<file path="config.mk">
export PLATFORM = sky130hd
export DESIGN_NAME = mips_perf_cnt_bank
export DESIGN_NICKNAME = d
export VERILOG_FILES = /design/src/rtl/mips_perf_pkg.sv /design/src/rtl/mips_perf_cnt_slice.sv /design/src/rtl/mips_perf_cnt_bank.sv
export SDC_FILE = /design/constraint.sdc
export NUM_CORES = 1
export LEC_CHECK = 0
export BUFFER_PORTS_ARGS = -buffer_cell sky130_fd_sc_hd__clkbuf_2
export CORE_MARGIN = 10
export CORE_UTILIZATION = 50
export CTS_BUF_LIST = sky130_fd_sc_hd__clkbuf_8
export DETAILED_ROUTE_END_ITERATION = 12
export HOLD_SLACK_MARGIN = 0.1
export PLACE_DENSITY = 0.67
export REMOVE_ABC_BUFFERS = 1
export SLEW_MARGIN = 10
export SYNTH_ARGS = -nofsm -noshare
export SYNTH_HDL_FRONTEND = slang
export SYNTH_SLANG_ARGS = --single-unit
</file>
<file path="constraint.sdc">
create_clock -name clk -period 5.9 [get_ports clk]
set_clock_uncertainty 0.15 [all_clocks]
set_input_delay 0.295 -clock clk [delete_from_list [all_inputs] [get_ports clk]]
set_output_delay 0.295 -clock clk [all_outputs]
set_load 0.03 [all_outputs]
</file>
<file path="src/rtl/mips_perf_pkg.sv">
// Shared definitions for the MIPS performance-counter bank.
// Contents: core event indices, register offsets within a counter window,
// CTRL/GLOBAL bit positions and the per-counter slice state encoding.
package mips_perf_pkg;

  // Event inputs driven by the core; indices above EVT_BR_TAKEN are user-defined.
  localparam int unsigned EVT_CYCLE    = 0;
  localparam int unsigned EVT_INST     = 1;
  localparam int unsigned EVT_BR       = 2;
  localparam int unsigned EVT_LD       = 3;
  localparam int unsigned EVT_ST       = 4;
  localparam int unsigned EVT_BR_TAKEN = 5;

  // Register offsets (cfg_addr[1:0]).
  localparam logic [1:0] REG_CTRL   = 2'd0;
  localparam logic [1:0] REG_VALUE  = 2'd1;
  localparam logic [1:0] REG_SHADOW = 2'd2;
  localparam logic [1:0] REG_GLOBAL = 2'd3;

  // CTRL register fields.
  localparam int unsigned CTRL_EN      = 0;
  localparam int unsigned CTRL_SAT     = 1;
  localparam int unsigned CTRL_OVF_IE  = 2;
  localparam int unsigned CTRL_OVF     = 3;
  localparam int unsigned CTRL_SEL_LSB = 8;

  // GLOBAL register fields.
  localparam int unsigned GLB_FREEZE   = 0;
  localparam int unsigned GLB_SNAPSHOT = 1;
  localparam int unsigned GLB_OVF_LSB  = 16;

  typedef enum logic [1:0] {
    ST_IDLE = 2'd0,
    ST_RUN  = 2'd1,
    ST_HELD = 2'd2
  } slice_state_e;

endpackage

</file>
<file path="src/rtl/mips_perf_cnt_slice.sv">
// One performance counter: live value, CTRL fields, overflow flag, optional
// shadow copy and a small run-state tracker.
// Ports: clk/rst (sync, active-low); wr_ctrl/wr_value strobes with wdata;
// evt_hit (selected event this cycle); freeze/snapshot from GLOBAL;
// evt_sel, ctrl_word, value, shadow, ovf, ovf_ie back to the bank.
// Macro PERF_CNT_SNAPSHOT_EN: when defined the shadow register exists,
// otherwise shadow reads as zero.
module mips_perf_cnt_slice
  import mips_perf_pkg::*;
#(
  parameter int unsigned CNT_W     = 32,
  parameter int unsigned EVT_SEL_W = 4
) (
  input  logic                 clk,
  input  logic                 rst,
  input  logic                 wr_ctrl,
  input  logic                 wr_value,
  input  logic [31:0]          wdata,
  input  logic                 evt_hit,
  input  logic                 freeze,
  input  logic                 snapshot,
  output logic [EVT_SEL_W-1:0] evt_sel,
  output logic [31:0]          ctrl_word,
  output logic [CNT_W-1:0]     value,
  output logic [CNT_W-1:0]     shadow,
  output logic                 ovf,
  output logic                 ovf_ie
);

  logic             en_q, sat_q;
  logic             en_d, sat_d;
  logic             inc, ovf_hit, ovf_d, stuck_d;
  logic [CNT_W-1:0] value_d;
  slice_state_e     state;
  logic             unused_wdata;

  assign unused_wdata = ^wdata;

  // Next counter value: a software write beats a same-cycle increment.
  always_comb begin
    inc     = en_q & ~freeze & evt_hit;
    value_d = value;
    ovf_hit = 1'b0;
    if (wr_value) begin
      value_d = wdata[CNT_W-1:0];
    end else if (inc) begin
      if (&value) begin
        ovf_hit = 1'b1;
        if (!sat_q) value_d = '0;
      end else begin
        value_d = value + CNT_W'(1);
      end
    end
    // A new overflow wins over a same-cycle W1C.
    ovf_d = ovf;
    if (ovf_hit) ovf_d = 1'b1;
    else if (wr_ctrl && wdata[CTRL_OVF]) ovf_d = 1'b0;
    en_d    = wr_ctrl ? wdata[CTRL_EN]  : en_q;
    sat_d   = wr_ctrl ? wdata[CTRL_SAT] : sat_q;
    stuck_d = sat_d & (&value_d);
  end

  // Counter state, CTRL fields and run-state tracker.
  always_ff @(posedge clk) begin
    if (!rst) begin
      value   <= '0;
      ovf     <= 1'b0;
      en_q    <= 1'b0;
      sat_q   <= 1'b0;
      ovf_ie  <= 1'b0;
      evt_sel <= '0;
      state   <= ST_IDLE;
    end else begin
      value <= value_d;
      ovf   <= ovf_d;
      en_q  <= en_d;
      sat_q <= sat_d;
      if (wr_ctrl) begin
        ovf_ie  <= wdata[CTRL_OVF_IE];
        evt_sel <= wdata[CTRL_SEL_LSB +: EVT_SEL_W];
      end
      case (state)
        ST_IDLE: if (en_d) state <= (freeze || stuck_d) ? ST_HELD : ST_RUN;
        ST_RUN: begin
          if (!en_d) state <= ST_IDLE;
          else if (freeze || stuck_d) state <= ST_HELD;
        end
        ST_HELD: begin
          if (!en_d) state <= ST_IDLE;
          else if (!freeze && !stuck_d) state <= ST_RUN;
        end
        default: state <= ST_IDLE;
      endcase
    end
  end

  always_comb begin
    ctrl_word                               = '0;
    ctrl_word[CTRL_EN]                      = en_q;
    ctrl_word[CTRL_SAT]                     = sat_q;
    ctrl_word[CTRL_OVF_IE]                  = ovf_ie;
    ctrl_word[CTRL_OVF]                     = ovf;
    ctrl_word[CTRL_SEL_LSB +: EVT_SEL_W]    = evt_sel;
  end

`ifdef PERF_CNT_SNAPSHOT_EN
  logic [CNT_W-1:0] shadow_q;

  // Snapshot captures the pre-increment value.
  always_ff @(posedge clk) begin
    if (!rst) shadow_q <= '0;
    else if (snapshot) shadow_q <= value;
  end

  assign shadow = shadow_q;
`else
  logic unused_snapshot;
  assign unused_snapshot = snapshot;
  assign shadow          = '0;
`endif

endmodule

</file>
<file path="src/rtl/mips_perf_cnt_bank.sv">
// Performance-counter bank for the multicycle MIPS core.
// Ports: clk, rst (sync, active-low); evt event pulses; cfg_wen/cfg_ren/
// cfg_addr/cfg_wdata register port; cfg_rdata/cfg_rvalid one-cycle read
// response; ovf_irq = registered OR of enabled overflow flags.
// Address = {counter index, reg[1:0]}: CTRL, VALUE, SHADOW, GLOBAL (idx 0).
// Macro PERF_CNT_SNAPSHOT_EN enables shadow registers and GLOBAL snapshot.
module mips_perf_cnt_bank
  import mips_perf_pkg::*;
#(
  parameter int unsigned NUM_CNT   = 8,
  parameter int unsigned CNT_W     = 32,
  parameter int unsigned NUM_EVT   = 16,
  parameter int unsigned EVT_SEL_W = $clog2(NUM_EVT)
) (
  input  logic                       clk,
  input  logic                       rst,
  input  logic [NUM_EVT-1:0]         evt,
  input  logic                       cfg_wen,
  input  logic                       cfg_ren,
  input  logic [$clog2(NUM_CNT)+1:0] cfg_addr,
  input  logic [31:0]                cfg_wdata,
  output logic [31:0]                cfg_rdata,
  output logic                       cfg_rvalid,
  output logic                       ovf_irq
);

  localparam int unsigned IDX_W = (NUM_CNT > 1) ? $clog2(NUM_CNT) : 1;

  logic [1:0]           reg_sel;
  logic [IDX_W-1:0]     idx;
  logic                 idx_ok, glb_wr, snapshot, freeze;
  logic [31:0]          evt_ext, glb_word, rd_mux;
  logic [NUM_CNT-1:0]   ovf_vec, ie_vec;
  logic [EVT_SEL_W-1:0] sel_arr    [NUM_CNT];
  logic [31:0]          ctrl_arr   [NUM_CNT];
  logic [CNT_W-1:0]     value_arr  [NUM_CNT];
  logic [CNT_W-1:0]     shadow_arr [NUM_CNT];

  assign reg_sel  = cfg_addr[1:0];
  assign idx      = IDX_W'(cfg_addr >> 2);
  assign idx_ok   = 32'(idx) < NUM_CNT;
  assign glb_wr   = cfg_wen && (idx == '0) && (reg_sel == REG_GLOBAL);
  assign snapshot = glb_wr && cfg_wdata[GLB_SNAPSHOT];
  assign evt_ext  = 32'(evt);

  for (genvar i = 0; i < NUM_CNT; i++) begin : g_slice
    logic wr_c, wr_v, hit;
    assign wr_c = cfg_wen && idx_ok && (idx == IDX_W'(i)) && (reg_sel == REG_CTRL);
    assign wr_v = cfg_wen && idx_ok && (idx == IDX_W'(i)) && (reg_sel == REG_VALUE);
    // Selects beyond the implemented events never count.
    assign hit  = (32'(sel_arr[i]) < NUM_EVT) && evt_ext[5'(sel_arr[i])];

    mips_perf_cnt_slice #(
      .CNT_W     (CNT_W),
      .EVT_SEL_W (EVT_SEL_W)
    ) u_slice (
      .clk       (clk),
      .rst       (rst),
      .wr_ctrl   (wr_c),
      .wr_value  (wr_v),
      .wdata     (cfg_wdata),
      .evt_hit   (hit),
      .freeze    (freeze),
      .snapshot  (snapshot),
      .evt_sel   (sel_arr[i]),
      .ctrl_word (ctrl_arr[i]),
      .value     (value_arr[i]),
      .shadow    (shadow_arr[i]),
      .ovf       (ovf_vec[i]),
      .ovf_ie    (ie_vec[i])
    );
  end

  always_comb begin
    glb_word                            = '0;
    glb_word[GLB_FREEZE]                = freeze;
    glb_word[GLB_OVF_LSB +: NUM_CNT]    = ovf_vec;
  end

  // Read mux over current register state (pre-write values).
  always_comb begin
    rd_mux = '0;
    if (idx_ok) begin
      case (reg_sel)
        REG_CTRL:   rd_mux = ctrl_arr[idx];
        REG_VALUE:  rd_mux = 32'(value_arr[idx]);
        REG_SHADOW: rd_mux = 32'(shadow_arr[idx]);
        default:    rd_mux = (idx == '0) ? glb_word : '0;
      endcase
    end
  end

  // Freeze, read response and interrupt registers.
  always_ff @(posedge clk) begin
    if (!rst) begin
      freeze     <= 1'b0;
      cfg_rdata  <= '0;
      cfg_rvalid <= 1'b0;
      ovf_irq    <= 1'b0;
    end else begin
      if (glb_wr) freeze <= cfg_wdata[GLB_FREEZE];
      cfg_rvalid <= cfg_ren;
      if (cfg_ren) cfg_rdata <= rd_mux;
      ovf_irq <= |(ovf_vec & ie_vec);
    end
  end

endmodule

</file>
==> implementation parameters <==
Parameter                              Value

Worst setup path
  Category of the critical setup timing path    flop to flop
  Biggest cell delay along the critical path    0.72 ns
  Most common cell on crit path    sky130_fd_sc_hd__nand2_1
  Maximum fanout along the worst path    19
  Required time worst endpoint    6.26 ns
  Signal arrival time at the worst endpoint    4.22 ns
  Kind of end point of the critical path    flop
  CP startpoint kind    flop
  Critical-path cell list    ha_1 -> nand2_1 -> nor2_1 -> and4b_1 -> a22o_1 -> nand2_1 -> a21oi_1 -> nor3_1
  Max stage delay cell, worst path    sky130_fd_sc_hd__and4b_1

Routing
  Number of DRC violations after detailed-routing iteration 0    3636
  Wirelength, routed    98610 um
  Via Count    24.98k
  Drt wl/cell    27.81 um
  Number of nets still failing antenna checks after routing    0
  DRT Pass-1 Iters    7
  Count of unresolved DRC violations after routing    0
  Vias per cell    7.044

Power
  Worst supply voltage drop on vdd    0.2437 mV
  Leakage power of the design    8.247 nW
  Psw    1.538 mW
  Logic gate share of total power    0.086
  Part of the power in the clock network    0.458
  Total power per unit cell area    216.8 nW/um2
  Net Sw Frac    0.2794
  Sequential power share    0.456
  Int Power    3.967 mW

STA
  Final number of hold-violating endpoints    0
  Min cycle time layout    3.864 ns
  Final setup violation count    0
  Setup slack after layout    2.036 ns
  Slew margin rel.    0.1014
  Setup TNS Final    0 ns
  Pin slew with the least headroom to its limit    1.337 ns
  RSZ-0062 raised after global routing    no
  Final period utilization    0.6549
  Achievable frequency    0.2588 GHz
  Max-slew violation count    0
  Worst hold margin    0.1730 ns

Synth
  Top cells by count, synth    sky130_fd_sc_hd__dfxtp_1, sky130_fd_sc_hd__a21oi_1, sky130_fd_sc_hd__nor2_1, sky130_fd_sc_hd__nand2_1, sky130_fd_sc_hd__o21ai_0
  Count of flip-flops with a built-in enable after synthesis    0
  Fraction of the mapped netlist area in adder cells    0.004325
  Most used standard cell by instance count after synthesis    sky130_fd_sc_hd__dfxtp_1
  Post-synthesis sequential element count    355
  Flip-flop cell with the highest count after synthesis    sky130_fd_sc_hd__dfxtp_1
  Combined area of all synthesized cells    23140 um2
  Post-synthesis async set-or-reset flop share    0
  Simple logic cell fraction of the synthesized area    0.2474
  Cell types with the largest area share after synthesis    sky130_fd_sc_hd__dfxtp_1, sky130_fd_sc_hd__mux4_2, sky130_fd_sc_hd__a21oi_1
  Share of synthesized area spent on multiplexers    0.1384
  Number of instances in the synthesized netlist    2896
  Sequential-to-total area share from yosys stat    0.3071
  Top cell type's share of synthesized area    0.3071
  Xor and xnor area share after synthesis    0.03481
  Synthesis warning total    0
  Area leader, netlist    sky130_fd_sc_hd__dfxtp_1
  Combinational family with the most area after synthesis    simple AND/OR/NAND/NOR gates
  Syn Area/Cell    7.992 um2
  Area fraction in compound gates after synthesis    0.2248
  Post-synth cell types    87

Place
  Post-detail-place hpwl    70630 um
  Port Buffers    90
  Post-Place Setup Slack    2.220 ns
  GP Congestion    1.020

Floorplanning
  Die extent in y    235.2 um
  Number of placed I/O pins    91
  Initial core utilization    0.5078
  Chip width    235.2 um
  Area enclosed by the die boundary    55300 um2
  Core region area    45580 um2
  Number of placement rows    78

GRT
  Maximum number of pins on one net before global-route repair    81
  Via count of the first global-routing pass    22.52k
  Global-route wire length before repair    146500 um
  Combined global-route utilization of all metal layers    0.3378
  Overflow left after global routing    0
  Initial antenna violation count    4

Run
  Number of max-cap violations    0

Final layout
  Multi-input gate area in the final layout    15090 um2
  Fraction of layout instances using a drive strength above 1    0.1315
  Final-layout fill cell count    4322
  Layout overhead on the synthesized area    9.709%
  Area taken by flip-flops and latches    7107 um2
  Final nets    2962

CTS
  Clock network latency to the later pin of the worst-skew pair    0.67 ns
  Library cell used as clock root buffer    sky130_fd_sc_hd__clkbuf_8
  Total clock buffers created by CTS    69
  Hold Buf Count CTS    26
  Count of instances resized after the clock tree is built    0
  Clock transition time at the flip-flop clock pins of the worst setup and hold paths    0.06 ns
  Count of clock tree sinks    355
  CTS tree    built
  CTS Buffer Depth    3
  Buffers inserted by post-CTS timing repair    0
  Deepest level of the CTS H-tree    3

Min path
  Type of the most critical hold path    input port to flop

Run status
  Result of the run    finished, final reports clean
-- metrics by stage --
| step | total power [mW] | cell area [um2] | util | instances |
|---|---|---|---|---|
| CTS | 5.504 | 25380 | 0.5570 | 3543 |
| floorplan | 2.730 | 22240 | - | 2674 |
| finish | 5.505 | 25390 | 0.5571 | 3546 |
| global placement | 2.993 | 23770 | 0.5216 | 3400 |
| detailed placement | 2.998 | 23770 | 0.5216 | 3400 |
| global route | 5.648 | 25390 | 0.5571 | 3545 |
-- layout by cell type, fill, tap and decap left out, types with 26 or more instances in the layout --
cell type / n
sky130_fd_sc_hd__a211oi_1: 35
sky130_fd_sc_hd__a21oi_1: 289
sky130_fd_sc_hd__nor4_1: 30
sky130_fd_sc_hd__nand3_1: 190
sky130_fd_sc_hd__mux4_2: 101
sky130_fd_sc_hd__mux2i_1: 86
sky130_fd_sc_hd__nand4_1: 58
sky130_fd_sc_hd__xor2_1: 41
sky130_fd_sc_hd__dfxtp_1: 355
sky130_fd_sc_hd__clkbuf_2: 87
sky130_fd_sc_hd__xnor2_1: 51
sky130_fd_sc_hd__nor2b_1: 26
sky130_fd_sc_hd__nor2_1: 261
sky130_fd_sc_hd__nor3_1: 82
sky130_fd_sc_hd__and3_1: 44
sky130_fd_sc_hd__buf_4: 38
sky130_fd_sc_hd__o21ai_0: 257
sky130_fd_sc_hd__o22ai_1: 27
sky130_fd_sc_hd__or3_1: 36
sky130_fd_sc_hd__inv_1: 43
sky130_fd_sc_hd__a31oi_1: 73
sky130_fd_sc_hd__clkbuf_8: 85
sky130_fd_sc_hd__dlygate4sd3_1: 26
sky130_fd_sc_hd__nand2_1: 261
-- sequential cells by signal, indices dropped and copies added (netlist names) --
name	flops
cfg_rvalid	1
freeze	1
g_slice.u_slice.en_q	8
g_slice.u_slice.evt_sel	32
g_slice.u_slice.ovf_ie	8
ovf_irq	1
g_slice.u_slice.ovf	8
g_slice.u_slice.sat_q	8
g_slice.u_slice.value	256
cfg_rdata	32
-- per-layer routing --
metal	part of all wire	track usage	up-vias
li1	-	-	10900
met1	0.40	0.4609	11980
met2	0.42	0.4899	1784
met3	0.12	0.08347	314
met4	0.052	0.1618	2
met5	0.00013	0	-
-- logic make-up after synthesis --
kind of cell / after synthesis
AO/OA/AOI/OAI: 861
XOR/XNOR: 92
adder cells (fa/ha/maj): 8
buffers and inverters: 246
flip-flops: 355
multiplexers: 193
AND/OR/NAND/NOR: 1141
-- critical path, delay by kind of cell (launching register included) --
kind	cells	cell delay (ns)
flops	1	0.42
compound gates	2	0.94
fa+ha+maj	1	0.24
simple gates	5	1.93
-- area by class of cell --
| class | count | area share |
|---|---|---|
| diodes | 3 | 0.0002957 |
| clock buffers | 85 | 0.04607 |
| clock inverters | 32 | 0.007243 |
| inverters | 24 | 0.003646 |
| multi-input cells | 2295 | 0.5942 |
| flip-flops and latches | 355 | 0.2799 |
| well taps | 600 | 0.02957 |
| repair buffers | 152 | 0.03908 |
-- path summary, 6_finish.rpt --
kind                                                                 start                                    endpoint  slack (ns)  cells after the start
worst min register to register  g_slice[2].u_slice.evt_sel[3]$_SDFFE_PN0P_  g_slice[2].u_slice.evt_sel[3]$_SDFFE_PN0P_        0.34                      2
worst min-delay path                                         cfg_wdata[13]   g_slice[1].u_slice.value[13]$_SDFFE_PN0P_        0.17                      3
worst max-delay path              g_slice[2].u_slice.value[0]$_SDFFE_PN0P_   g_slice[2].u_slice.value[17]$_SDFFE_PN0P_        2.04                      8
worst max register to register    g_slice[2].u_slice.value[0]$_SDFFE_PN0P_   g_slice[2].u_slice.value[17]$_SDFFE_PN0P_        2.04                      8
-- power by group through the flow --
stage | Combinational [mW] | Clock, mW | Sequential, mW
final | 0.475 | 2.52 | 2.51
after global placement | 0.439 | 0 | 2.55
after detailed placement | 0.443 | 0 | 2.56
after CTS | 0.458 | 2.54 | 2.50
after global routing | 0.495 | 2.64 | 2.51
after floorplan | 0.199 | 0 | 2.53
No activity file was read; power rests on OpenSTA's default activity.
